==> src/rtl/neuron_mac_sequencer.sv <==
// Fully-connected neuron sequencer: streams activations against a registered weight ROM,
// accumulates signed Q-format products, adds bias, saturates and hands off one result.
module neuron_mac_sequencer #(
  parameter int NUM_WEIGHT = 30,
  parameter int ADDR_W     = (NUM_WEIGHT > 1) ? $clog2(NUM_WEIGHT) : 1,
  parameter int DATA_W     = 16,
  parameter int FRAC_BITS  = 12,
  parameter int ACC_W      = 2*DATA_W + ADDR_W
) (
  input  logic              clk,
  input  logic              rst_n,
  input  logic              start,
  output logic              busy,
  input  logic              in_valid,
  input  logic [DATA_W-1:0] in_data,
  output logic              in_ready,
  output logic              w_ren,
  output logic [ADDR_W-1:0] w_radd,
  input  logic [DATA_W-1:0] w_data,
  input  logic [DATA_W-1:0] bias,
  output logic              out_valid,
  output logic [DATA_W-1:0] out_data,
  input  logic              out_ready
);

  typedef enum logic [2:0] {
    S_IDLE,
    S_RUN,
    S_DRAIN,
    S_BIAS,
    S_OUT
  } state_t;

  localparam logic [ADDR_W-1:0] LAST_IDX = ADDR_W'(NUM_WEIGHT - 1);

  localparam logic signed [ACC_W:0] SAT_MAX =
    {{(ACC_W-DATA_W+2){1'b0}}, {(DATA_W-1){1'b1}}};
  localparam logic signed [ACC_W:0] SAT_MIN =
    {{(ACC_W-DATA_W+2){1'b1}}, {(DATA_W-1){1'b0}}};

  state_t                     r_state;
  state_t                     w_next;
  logic        [ADDR_W-1:0]   r_cnt;
  logic signed [ACC_W-1:0]    r_acc;
  logic        [DATA_W-1:0]   r_x;
  logic                       r_xv;
  logic                       r_out_valid;
  logic        [DATA_W-1:0]   r_out_data;

  logic                              w_accept;
  logic                              w_last;
  logic signed [2*DATA_W-1:0]        w_x_ext;
  logic signed [2*DATA_W-1:0]        w_w_ext;
  logic signed [2*DATA_W-1:0]        w_prod;
  logic signed [DATA_W+FRAC_BITS-1:0] w_bias_sh;
  logic signed [ACC_W:0]             w_sum;
  logic signed [ACC_W:0]             w_shr;
  logic        [DATA_W-1:0]          w_sat;

  assign busy      = (r_state != S_IDLE);
  assign in_ready  = (r_state == S_RUN);
  assign w_accept  = in_valid && (r_state == S_RUN);
  assign w_ren     = w_accept;
  assign w_radd    = r_cnt;
  assign w_last    = (r_cnt == LAST_IDX);
  assign out_valid = r_out_valid;
  assign out_data  = r_out_data;

  // Weight arrives one cycle after its read, so it pairs with the activation latched on accept.
  assign w_x_ext = (2*DATA_W)'($signed(r_x));
  assign w_w_ext = (2*DATA_W)'($signed(w_data));
  assign w_prod  = w_x_ext * w_w_ext;

  assign w_bias_sh = $signed({bias, {FRAC_BITS{1'b0}}});
  assign w_sum     = (ACC_W+1)'(r_acc) + (ACC_W+1)'(w_bias_sh);
  assign w_shr     = w_sum >>> FRAC_BITS;

  always_comb begin
    w_sat = w_shr[DATA_W-1:0];
    if (w_shr > SAT_MAX) begin
      w_sat = SAT_MAX[DATA_W-1:0];
    end else if (w_shr < SAT_MIN) begin
      w_sat = SAT_MIN[DATA_W-1:0];
    end
  end

  always_comb begin
    w_next = r_state;
    case (r_state)
      S_IDLE:  if (start) w_next = S_RUN;
      S_RUN:   if (w_accept && w_last) w_next = S_DRAIN;
      S_DRAIN: w_next = S_BIAS;
      S_BIAS:  w_next = S_OUT;
      S_OUT:   if (out_ready) w_next = S_IDLE;
      default: w_next = S_IDLE;
    endcase
  end

  always_ff @(posedge clk or negedge rst_n) begin
    if (!rst_n) begin
      r_state <= S_IDLE;
    end else begin
      r_state <= w_next;
    end
  end

  always_ff @(posedge clk or negedge rst_n) begin
    if (!rst_n) begin
      r_cnt       <= '0;
      r_acc       <= '0;
      r_x         <= '0;
      r_xv        <= 1'b0;
      r_out_valid <= 1'b0;
      r_out_data  <= '0;
    end else begin
      r_xv <= 1'b0;
      if (r_xv) begin
        r_acc <= r_acc + ACC_W'(w_prod);
      end
      case (r_state)
        S_IDLE: begin
          if (start) begin
            r_acc <= '0;
            r_cnt <= '0;
          end
        end
        S_RUN: begin
          if (w_accept) begin
            r_x  <= in_data;
            r_xv <= 1'b1;
            if (!w_last) begin
              r_cnt <= r_cnt + ADDR_W'(1);
            end
          end
        end
        S_BIAS: begin
          r_out_data  <= w_sat;
          r_out_valid <= 1'b1;
        end
        S_OUT: begin
          if (out_ready) begin
            r_out_valid <= 1'b0;
          end
        end
        default: ;
      endcase
    end
  end

endmodule

==> config.mk <==
export PLATFORM = sky130hd
export DESIGN_NAME = neuron_mac_sequencer
export DESIGN_NICKNAME = d
export VERILOG_FILES = /design/src/rtl/neuron_mac_sequencer.sv
export SDC_FILE = /design/constraint.sdc
export NUM_CORES = 1
export LEC_CHECK = 0
export BUFFER_PORTS_ARGS = -buffer_cell sky130_fd_sc_hd__buf_2
export CAP_MARGIN = 15
export CORE_MARGIN = 2
export CORE_UTILIZATION = 25
export CTS_BUF_LIST = sky130_fd_sc_hd__clkbuf_4
export CTS_CLUSTER_DIAMETER = 60
export DETAILED_ROUTE_END_ITERATION = 8
export HOLD_SLACK_MARGIN = 0.15
export PLACE_DENSITY = 0.39
export SKIP_CTS_REPAIR_TIMING = 1
export SLEW_MARGIN = 25
export SYNTH_ARGS = -nofsm -noshare
export SYNTH_HDL_FRONTEND = slang
export SYNTH_SLANG_ARGS = --single-unit
==> constraint.sdc <==
create_clock -name clk -period 19.4 [get_ports clk]
set_input_delay 3.88 -clock clk [delete_from_list [all_inputs] [get_ports clk]]
set_output_delay 3.88 -clock clk [all_outputs]
set_load 0.1 [all_outputs]
==> results by group, run 1 <==
STA
  – Max-slew headroom: 0.398
  – Worst Tran Pin Value: between 0.9 and 1 ns
  – Max-slew violation count: 0
  – Clock skew: 0.0300 ns
  – Sum Neg Setup Slack: 0 ns
  – Final hold viol count: 0
  – RSZ-0062 raised after global routing: false
  – Final setup violation count: 0
  – Period Utilization, post-route: 0.504
  – Peak Freq: 102 MHz
  – Min cycle time layout: 9.78 ns

Clocking
  – CTS tree: built
  – Clock tree buffer depth: 2
  – H-Tree Depth: 3
  – Clock root buffer: clkbuf_4
  – Clock transition at the registers of the reported paths: between 0.1 and 0.15 ns
  – Clock latency on the worst-skew pair: 0.55 ns
  – CTS Buf Count: 9
  – CTS sink count: 79

Synth
  – Gate count of the mapped netlist: 1807
  – Post-synth top area cell: fa_1
  – Synth Area in Adders: 0.483
  – Multiplexer share of the synthesized area: 0.0258
  – Synth warn: 0
  – Number of synthesized flops with an enable pin: 0
  – Xor-xnor portion of the synthesized cell area: 0.0277
  – Area fraction of the dominant cell type after synthesis: 0.381
  – Mean Syn Cell Area: slightly above 9 µm²
  – Compound-Gate Fraction of Synth Area: 0.0969
  – Simple-Gate Fraction of Synth Area: 0.149
  – Distinct cell type count after synthesis: 83
  – Net Count, Synth: 2315
  – Area contributors post-synth: fa_1, dfrtp_1, ha_1
  – Largest family of logic cells by synthesized area: adder cells
  – Mapped cell area: 0.0168 mm²
  – Async S/R FF share, synth: 1.00
  – Number of synthesized register bits: 79
  – Sequential fraction of the synthesis area: 0.118
  – Top_reg_cell synth: dfrtp_1

Worst setup path
  – Arrival time of the worst setup path: ~10 ns
  – Top delay family on crit path: adder cells
  – Most frequent CP cell: fa_1
  – Startpoint types: input port
  – Crit path kind: in -> reg
  – Crit path largest cell delay: 0.81 ns
  – Worst path bufs/invs: 6
  – CP endpoint kind: flop
  – CP max FO: 16
  – CP Cell Sequence: buf_2 > nand2_1 > fa_1 > inv_1 > fa_1 > inv_1 > fa_1 > inv_1 > fa_1 > fa_1 > inv_1 > fa_1 > inv_1 > ha_1 > nor2_1 > nor2_1 > o2111ai_1 > a21oi_1 > nor2_1 > o21ai_0 > a31oi_1 > xnor2_1 > a21oi_1
  – Critical path required time: roughly 20 ns
  – Critical-path top delay cell: fa_1

Cells and area
  – Total area of sequential cells: 0.00198 mm²
  – Area of the multi-input gates: 0.0131 mm²
  – Share of layout cells above drive strength 1: 0.0829
  – Fill cell count: 7183
  – Nets: 2348
  – Area Overhead vs Synth: 8.33%

Floorplan
  – Die width: 263 µm
  – Total Die Area: slightly below 0.07 mm²
  – Core Box Area: 0.0661 mm²
  – Initial core utilization: 0.253
  – Rows: 94
  – Vert. Die Dim: 263 µm
  – Total I/O pin count: 78

Global routing
  – Number of global-route vias before repair: 13400
  – Initial antenna violation count: 1
  – Congestion Overflow GR: 0
  – First-pass GRT wire length: 75.5 mm
  – Largest net degree at the start of global routing: 62
  – Total GRT Usage: 0.138

Placement
  – GP Congestion: 0.791
  – Post-DP HPWL: around 38 mm
  – Port Buffer Count: just under 80

Drt
  – Via count: 12100
  – 1st-iter DRT viols: between 400 and 500
  – Vias per inst: around 4.5
  – WL per Instance: 16.6 µm
  – Antenna-violating nets left: 0
  – TritonRoute pass-1 iters: 5
  – DRT Wirelength: 44.9 mm
  – Post-route DRC: 0

Run
  – Total of max-cap violations: 0

Min path
  – Worst Hold Class: reg -> reg

Status
  – Outcome: complete, no violations
## cells in the final DEF, fill, tap and decap left out, types with 8 or more instances in the layout
cell and instances:
inv_1 370, fa_1 318, nand2_1 178, ha_1 136
and2_1 120, nor2_1 88, dfrtp_1 78, buf_2 76
o21ai_0 67, a21oi_1 57, a21o_1 30, nand3_1 27
xnor2_1 27, xor2_1 26, mux2i_1 23, nor3_1 22
mux2_2 18, a31oi_1 13, a211oi_1 12, nand2b_1 9
nand4_1 9, clkbuf_4 9, buf_4 8
## cells in the mapped netlist, drive strengths merged (3+ instances only)
master,number
xor2,26
o31ai,5
a211o,4
a211oi,13
dfrtp,79
a41oi,6
ha,136
nand2,181
mux2,18
a21oi,60
xnor2,27
a2111oi,3
o211ai,6
nor2,88
nand3,27
o41ai,3
a21boi,3
o21a,5
and2,120
nand2b,9
mux2i,23
nor3b,4
buf,11
or4,3
nor2b,3
o21ai,70
inv,370
a21o,31
nor4,3
fa,319
nand3b,3
o2111ai,4
nand4,9
and3,9
or3,4
o21bai,5
nor3,23
or2,6
clkbuf,50
a31oi,13
## cell type report
| cell class | instances | share of cell area |
|---|---|---|
| diodes | 1 | 0.000138 |
| clock inverters | 7 | 0.00441 |
| well taps | 864 | 0.0596 |
| inverters | 370 | 0.0765 |
| multi-input cells | 1296 | 0.722 |
| clock buffers | 9 | 0.00372 |
| repair buffers | 84 | 0.0243 |
| flip-flops and latches | 79 | 0.109 |
## state kept, by name, summed over array words and instances, names as in the netlist
| name | count |
|---|---|
| r_acc | 37 |
| out_data | 16 |
| r_x | 16 |
| w_radd | 5 |
| r_state | 3 |
| out_valid | 1 |
| r_xv | 1 |
## routing by layer
layer  up-vias  track usage  part of all wire
li1       5734            -                 -
met1      6223        0.182              0.45
met2        97        0.245              0.52
met3        22       0.0176             0.018
met4         0       0.0201             0.011
met5         -            0                 0
## cell families after synthesis
kind of cell,Yosys count
xor gates and xnor gates,53
muxes,41
and+or+nand+nor,502
buffers and inverters,432
DFF,79
AOI/OAI and AO/OA,245
adders and majority gates,455
## through the flow
stage	util	instance area, µm²	std cells	setup WS [ns]	hold slack (ns)
2_1_floorplan	-	16800	1807	9.82	0.474
3_3_place_gp	0.272	18000	2692	9.16	0.455
3_5_place_dp	0.272	18000	2692	9.12	0.466
4_1_cts	0.274	18100	2708	9.70	0.498
5_1_grt	0.275	18100	2710	9.23	0.534
6_report	0.275	18100	2710	9.62	0.496
## path summary, 6_finish.rpt
path	from	end	slack, ns	cells past startpoint
min reg2reg	out_data[15]	out_data[15]	0.50	2
max in group asynchronous	rst_n	r_xv	14.99	2
max	w_data[4]	r_acc[36]	9.62	23
min	out_data[15]	out_data[15]	0.50	2
max reg2reg	r_x[15]	r_acc[36]	12.40	22
min in group asynchronous	rst_n	out_data[8]	3.19	1
## tightest hold or removal path: stages, from the launching register on
cell	delay (ns)
dfrtp_1	0.37
nand2_1	0.05
nand2_1	0.05
Power of run 1 is not shown: default switching activity piles up to over one toggle a cycle in this logic, so the estimate is an artifact.
==> run 2, diff against run 1 <==
--- a/config.mk
+++ b/config.mk
@@ -5,6 +5,7 @@
 export SDC_FILE = /design/constraint.sdc
 export NUM_CORES = 1
 export LEC_CHECK = 0
+export ABC_AREA = 1
 export BUFFER_PORTS_ARGS = -buffer_cell sky130_fd_sc_hd__buf_2
 export CAP_MARGIN = 15
 export CORE_MARGIN = 2
@@ -13,7 +14,7 @@
 export CTS_CLUSTER_DIAMETER = 60
 export DETAILED_ROUTE_END_ITERATION = 8
 export HOLD_SLACK_MARGIN = 0.15
-export PLACE_DENSITY = 0.39
+export PLACE_DENSITY = 0.4
 export SKIP_CTS_REPAIR_TIMING = 1
 export SLEW_MARGIN = 25
 export SYNTH_ARGS = -nofsm -noshare
==> constraint.sdc (replaced) <==
create_clock -name clk -period 8.4 [get_ports clk]
set_input_delay 1.68 -clock clk [delete_from_list [all_inputs] [get_ports clk]]
set_output_delay 1.68 -clock clk [all_outputs]
set_load 0.1 [all_outputs]
==> run 2 against run 1 <==
Effect of this change:
- cell count increased by 21%
- largest cell class unchanged
- register-to-register slack got worse by 11 ns
- utilization decreased by 0.12 points
- first-iteration DRC count increased by 49%
- via count increased by 15%
- global-route usage increased by 1.3 points
- clock-buffer cell count unchanged
- die area increased by 5.3%
- worst setup slack got worse by 8.7 ns
- sequential cell count unchanged
==> results by group, run 2 <==
STA
  – RSZ-0062 raised after global routing: false (unchanged)
  – Period Utilization, post-route: 0.886
  – Sum Neg Setup Slack: 0 ns (unchanged)
  – Max-slew headroom: 0.316 (was 0.398)
  – Final hold viol count: 0 (unchanged)
  – Peak Freq: 134 MHz
  – Final setup violation count: 0 (unchanged)
  – Worst Tran Pin Value: 1.03 ns (was 0.903 ns)
  – Clock skew: 0.0312 ns (was 0.0300 ns)
  – Min cycle time layout: 7.44 ns
  – Max-slew violation count: 0 (unchanged)

Min path
  – Hold path startpoint: r_state[0] (was out_data[15])
  – Worst hold endpoint: r_state[1] (was out_data[15])
  – Hold Path Depth: 1 (was 2)
  – Worst Hold Class: reg -> reg (unchanged)

Drt
  – WL per Instance: 16.2 µm (was 16.6 µm)
  – Via count: 13900 (was 12100)
  – DRT Wirelength: 52.9 mm (was 44.9 mm)
  – 1st-iter DRT viols: 680 (was 455)
  – Antenna-violating nets left: 0 (unchanged)
  – TritonRoute pass-1 iters: 5 (unchanged)
  – Post-route DRC: 0 (unchanged)
  – Vias per inst: 4.24 (was 4.46)

Synth
  – Most common cell in the synthesized netlist: inv_1 (unchanged)
  – Number of synthesized register bits: 79 (unchanged)
  – Post-synth top area cell: fa_1 (unchanged)
  – Top_reg_cell synth: dfrtp_1 (unchanged)
  – Sequential fraction of the synthesis area: 0.112 (was 0.118)
  – Commonest cells post-synth: inv_1, nand2_1, fa_1 (was inv_1, fa_1, nand2_1)
  – Async S/R FF share, synth: 1.00 (unchanged)
  – Synth warn: 0 (unchanged)
  – Net Count, Synth: 2818 (was 2315)
  – Gate count of the mapped netlist: 2310 (was 1807)
  – Distinct cell type count after synthesis: 44 (was 83)
  – Number of synthesized flops with an enable pin: 0 (unchanged)
  – Mapped cell area: 0.0177 mm² (was 0.0168 mm²)
  – Mean Syn Cell Area: 7.65 µm² (was 9.27 µm²)
  – Area contributors post-synth: fa_1, inv_1, nand2_1 (was fa_1, dfrtp_1, ha_1)
  – Area fraction of the dominant cell type after synthesis: 0.362 (was 0.381)

Placement
  – Port Buffer Count: 77 (unchanged)
  – Cell area after placement: 0.0190 mm² (was 0.0180 mm²)
  – Post-DP HPWL: 45.7 mm (was 38.4 mm)
  – GP Congestion: 0.869 (was 0.791)

Floorplan
  – Total I/O pin count: 78 (unchanged)
  – Rows: 97 (was 94)
  – Die width: 270 µm (was 263 µm)
  – Total Die Area: 0.0728 mm² (was 0.0691 mm²)
  – Initial core utilization: 0.252 (was 0.253)
  – Vert. Die Dim: 270 µm (was 263 µm)
  – Core Box Area: 0.0700 mm² (was 0.0661 mm²)

Clocking
  – CTS sink count: 79 (unchanged)
  – Clock latency on the worst-skew pair: 0.53 ns (was 0.55 ns)
  – CTS Buf Count: 9 (unchanged)
  – Clock transition at the registers of the reported paths: 0.15 ns (was 0.14 ns)
  – H-Tree Depth: 3 (unchanged)
  – Clock root buffer: clkbuf_4 (unchanged)
  – Clock tree buffer depth: 2 (unchanged)
  – CTS tree: built (unchanged)

Status
  – Outcome: complete, no violations (unchanged)

Run
  – Total of max-cap violations: 0 (unchanged)

Worst setup path
  – Reg2reg end: r_acc[36] (unchanged)
  – Reg-to-Reg Start: r_x[15] (unchanged)
  – CP Cell Sequence: buf_2 > nand2_1 > fa_1 > inv_1 > fa_1 > inv_1 > fa_1 > fa_1 > inv_1 > fa_1 > inv_1 > fa_1 > inv_1 > ha_1 > nand2_1 > inv_1 > a21oi_1 > o221ai_1 > a21oi_1 > nand3_1 > or2_2 > a21oi_1 (was buf_2 > nand2_1 > fa_1 > inv_1 > fa_1 > inv_1 > fa_1 > inv_1 > fa_1 > fa_1 > inv_1 > fa_1 > inv_1 > ha_1 > nor2_1 > nor2_1 > o2111ai_1 > a21oi_1 > nor2_1 > o21ai_0 > a31oi_1 > xnor2_1 > a21oi_1)
  – Crit path kind: in -> reg (unchanged)
  – Reg2Reg Depth: 21 (was 22)
  – Startpoint types: input port (unchanged)
  – Critical path required time: 8.85 ns (was 19.80 ns)
  – CP endpoint kind: flop (unchanged)
  – Worst path bufs/invs: 7 (was 6)
  – Crit path largest cell delay: 0.88 ns (was 0.81 ns)
  – Top delay family on crit path: adder cells (unchanged)
  – CP max FO: 16 (unchanged)
  – FF-to-FF setup slack: 1.44 ns (was 12.40 ns)
  – Arrival time of the worst setup path: 7.89 ns (was 10.19 ns)
  – Critical-path top delay cell: fa_1 (unchanged)

Global routing
  – First-pass GRT wire length: 85.9 mm (was 75.5 mm)
  – Number of global-route vias before repair: 14800 (was 13400)
  – Congestion Overflow GR: 0 (unchanged)
  – Largest net degree at the start of global routing: 71 (was 62)
  – Initial antenna violation count: 3 (was 1)
  – Total GRT Usage: 0.151 (was 0.138)

Cells and area
  – Area Overhead vs Synth: 8.39% (was 8.33%)
  – Commonest non-fill, non-tap cell in the layout: inv_1 (unchanged)
  – Final Instance Area: 0.0191 mm² (was 0.0181 mm²)
  – Max reg flops: 37 (unchanged)
  – Share of layout cells above drive strength 1: 0.0707 (was 0.0829)
  – Most frequent cells in the layout: inv_1, nand2_1, fa_1, ha_1, nor2_1 (was inv_1, fa_1, nand2_1, ha_1, and2_1)
  – Largest reg by FF count: r_acc (unchanged)
  – Nets: 2836 (was 2348)
## run 2: cell count changes after synthesis, moves of 16 or more
cell      delta
nor2_1      +16
mux2i_1     -23
inv_1      +279
mux2_2      -17
and2_1     -119
o211ai_1    +18
a21o_1      -28
nand2_1    +385
clkbuf_1    +28
nand3_1     +37
a21oi_1     +17
## run 2: logic make-up after synthesis
logic type	share of synthesized area
AND/OR/NAND/NOR	0.192
buffers and inverters	0.156
adder cells (fa/ha/maj)	0.458
AO/OA/AOI/OAI	0.0684
flip-flops	0.112
XOR/XNOR	0.0124
multiplexers	0.000637
## run 2: routing by layer
layer | vias to the layer above | part of all wire | track usage
li1 | 6795 | - | -
met1 | 6885 | 0.48 | 0.210
met2 | 181 | 0.49 | 0.256
met3 | 31 | 0.024 | 0.0161
met4 | 2 | 0.011 | 0.0221
met5 | - | 0.00025 | 0
## run 2: worst max path at each step
stage	start	to	slack, ns	depth (start not counted)
global placement	w_data[4]	r_acc[32]	0.42	24
CTS	w_data[4]	r_acc[36]	0.94	22
floorplan	w_data[6]	r_acc[36]	1.20	22
global route	w_data[4]	r_acc[36]	0.63	22
detailed placement	w_data[4]	r_acc[36]	0.41	22
finish	w_data[4]	r_acc[36]	0.96	22
## run 2: layout make-up
cell class,instances,area [µm²]
Fill cell,7777,50900
Multi-Input combinational cell,1499,12900
Inverter,653,2450
Sequential cell,79,1980
Tap cell,940,1180
Timing Repair Buffer,86,459
Clock inverter,7,80.1
Clock buffer,9,67.6
Antenna cell,2,5.00
## run 2: worst register-to-register path: stages, from the launching register on
cell	delay, ns
dfrtp_1	0.90
nand2_1	0.30
fa_1	0.65
inv_1	0.06
fa_1	0.88
inv_1	0.16
fa_1	0.58
fa_1	0.54
inv_1	0.06
fa_1	0.52
inv_1	0.05
fa_1	0.47
inv_1	0.04
ha_1	0.36
nand2_1	0.17
inv_1	0.05
a21oi_1	0.25
o221ai_1	0.15
a21oi_1	0.16
nand3_1	0.12
or2_2	0.29
a21oi_1	0.15
## run 2: stage by stage
stage | hold slack [ns] | util | std cells | setup WS (ns)
floorplan | 0.455 | - | 2310 | 1.20
finish | 0.504 | 0.273 | 3275 | 0.957
CTS | 0.505 | 0.273 | 3273 | 0.945
global placement | 0.476 | 0.271 | 3257 | 0.423
detailed placement | 0.473 | 0.271 | 3257 | 0.405
global route | 0.526 | 0.273 | 3275 | 0.633
Power of run 2 is left out for the same reason.
==> run 3, diff against run 2 <==
--- a/config.mk
+++ b/config.mk
@@ -10,7 +10,7 @@
 export CAP_MARGIN = 15
 export CORE_MARGIN = 2
 export CORE_UTILIZATION = 25
-export CTS_BUF_LIST = sky130_fd_sc_hd__clkbuf_4
+export CTS_BUF_LIST = sky130_fd_sc_hd__clkbuf_16
 export CTS_CLUSTER_DIAMETER = 60
 export DETAILED_ROUTE_END_ITERATION = 8
 export HOLD_SLACK_MARGIN = 0.15
==> run 3 against run 2 <==
Effect of this change:
- clock skew down 0.023 ns
- sequential cell count unchanged
- clock-buffer cell count unchanged
- critical path depth unchanged
- non-clock buffer count unchanged
- via count up 0.15%
- critical path type unchanged
==> results by group, run 3 (synthesis gave the netlist of run 2 again) <==
Status
  – Outcome: complete, no violations (unchanged)

Worst setup path
  – Reg-to-Reg Start: r_x[15] (unchanged)
  – CP max FO: 16 (unchanged)
  – Reg2Reg Depth: 21 (unchanged)
  – Crit path kind: in -> reg (unchanged)
  – FF-to-FF setup slack: 1.42 ns (was 1.44 ns)
  – Reg2reg end: r_acc[36] (unchanged)
  – Critical path required time: 8.69 ns (was 8.85 ns)
  – Arrival time of the worst setup path: 7.90 ns (was 7.89 ns)
  – Critical-path top delay cell: fa_1 (unchanged)
  – Startpoint types: input port (unchanged)
  – CP Cell Sequence: buf_2 > nand2_1 > fa_1 > inv_1 > fa_1 > inv_1 > fa_1 > fa_1 > inv_1 > fa_1 > inv_1 > fa_1 > inv_1 > ha_1 > nand2_1 > inv_1 > a21oi_1 > o221ai_1 > a21oi_1 > nand3_1 > or2_2 > a21oi_1 (unchanged)
  – Crit path largest cell delay: 0.88 ns (about the same)
  – CP endpoint kind: flop (unchanged)

Floorplan
  – Initial core utilization: 0.252 (unchanged)
  – Rows: 97 (unchanged)
  – Vert. Die Dim: 270 µm (unchanged)
  – Core Box Area: 0.0700 mm² (unchanged)
  – Die width: 270 µm (unchanged)
  – Total Die Area: 0.0728 mm² (unchanged)
  – Total I/O pin count: 78 (unchanged)

STA
  – Final setup violation count: 0 (unchanged)
  – Worst Tran Pin Value: 1.03 ns (about the same)
  – Setup ws final: 0.787 ns (was 0.957 ns)
  – Sum Neg Setup Slack: 0 ns (unchanged)
  – Max-slew headroom: 0.314 (was 0.316)
  – RSZ-0062 raised after global routing: false (unchanged)
  – Clock skew: 0.00872 ns (was 0.0312 ns)
  – Period Utilization, post-route: 0.906 (was 0.886)
  – Peak Freq: 131 MHz (was 134 MHz)
  – Min cycle time layout: 7.61 ns (was 7.44 ns)
  – Max-slew violation count: 0 (unchanged)
  – Final hold viol count: 0 (unchanged)

Min path
  – Hold Path Depth: 2 (was 1)
  – Worst hold endpoint: out_data[15] (was r_state[1])
  – Worst Hold Class: reg -> reg (unchanged)
  – Hold path startpoint: out_data[15] (was r_state[0])

Clocking
  – H-Tree Depth: 3 (unchanged)
  – Clock root buffer: clkbuf_16 (was clkbuf_4)
  – CTS sink count: 79 (unchanged)
  – CTS Buf Count: 9 (unchanged)
  – Clock transition at the registers of the reported paths: 0.07 ns (was 0.15 ns)
  – CTS tree: built (unchanged)
  – Clock tree buffer depth: 2 (unchanged)
  – Clock latency on the worst-skew pair: 0.37 ns (was 0.53 ns)

Placement
  – Pre-CTS WS: 0.405 ns (unchanged)
  – GP Congestion: 0.869 (unchanged)
  – Port Buffer Count: 77 (unchanged)
  – Post-DP HPWL: 45.7 mm (unchanged)

Cells and area
  – Area of the multi-input gates: 0.0129 mm² (unchanged)
  – Share of layout cells above drive strength 1: 0.0707 (unchanged)
  – Fill cell count: 7756 (was 7777)
  – Max reg flops: 37 (unchanged)
  – Most frequent cells in the layout: inv_1, nand2_1, fa_1, ha_1, nor2_1 (unchanged)
  – Commonest non-fill, non-tap cell in the layout: inv_1 (unchanged)
  – Total area of sequential cells: 0.00198 mm² (unchanged)
  – Largest reg by FF count: r_acc (unchanged)
  – Area Overhead vs Synth: 9.25% (was 8.39%)
  – Ant diodes: 0 (was 2)
  – Nets: 2836 (unchanged)

Global routing
  – Number of global-route vias before repair: 14800 (about the same)
  – First-pass GRT wire length: 85.7 mm (was 85.9 mm)
  – Largest net degree at the start of global routing: 71 (unchanged)
  – Total GRT Usage: 0.151 (about the same)
  – Initial antenna violation count: 1 (was 3)
  – Congestion Overflow GR: 0 (unchanged)

Drt
  – 1st-iter DRT viols: 791 (was 680)
  – TritonRoute pass-1 iters: 5 (unchanged)
  – WL per Instance: 16.2 µm (about the same)
  – Antenna-violating nets left: 0 (unchanged)
  – Vias per inst: 4.25 (was 4.24)
  – DRT Wirelength: 52.9 mm (about the same)
  – Via count: 13900 (about the same)
  – Post-route DRC: 0 (unchanged)

Run
  – Total of max-cap violations: 0 (unchanged)
[run 3: changes by cell type in the layout (fill, tap and decap cells not counted), sizes merged]
cell,delta
diode,-2
[run 3: metal layers]
layer	vias up	track usage	routed length, µm	share of wire
met5	-	0	13	0.00025
met4	2	0.0311	960	0.018
met3	40	0.0181	1430	0.027
met2	185	0.254	25300	0.48
met1	6902	0.208	25200	0.48
li1	6786	-	-	-
[run 3: worst max-delay path by stage]
stage                            to  depth (start not counted)  startpoint  slack (ns)
final                     r_acc[36]                         22   w_data[4]        0.79
after global routing      r_acc[36]                         22   w_data[4]        0.42
after CTS                 r_acc[36]                         22   w_data[4]        0.76
after detailed placement  r_acc[36]                         22   w_data[4]        0.41
after global placement    r_acc[32]                         24   w_data[4]        0.42
after floorplan           r_acc[36]                         22   w_data[6]        1.20
[run 3: layout make-up]
type | count | area share
timing repair buffer | 86 | 0.0238
clock buffer | 9 | 0.0117
inverter | 653 | 0.127
tap | 940 | 0.0609
multi-input combinational | 1499 | 0.670
sequential | 79 | 0.103
clock inverter | 7 | 0.00415
[run 3: worst max-delay path, delay by kind of cell]
family / cells / cell delay [ns]
AOI/OAI and AO/OA: 4 / 0.71
adders and majority gates: 7 / 4.00
buffers and inverters: 7 / 0.71
and+or+nand+nor: 4 / 0.77
[run 3: per-stage QoR]
step	utilization	cells	hold WS [ns]	instance area, µm²
floorplan	-	2310	0.455	17700
global placement	0.271	3257	0.476	19000
detailed placement	0.271	3257	0.473	19000
CTS	0.276	3273	0.495	19300
global route	0.276	3273	0.514	19300
finish	0.276	3273	0.488	19300
Power of run 3 is left out for the same reason.
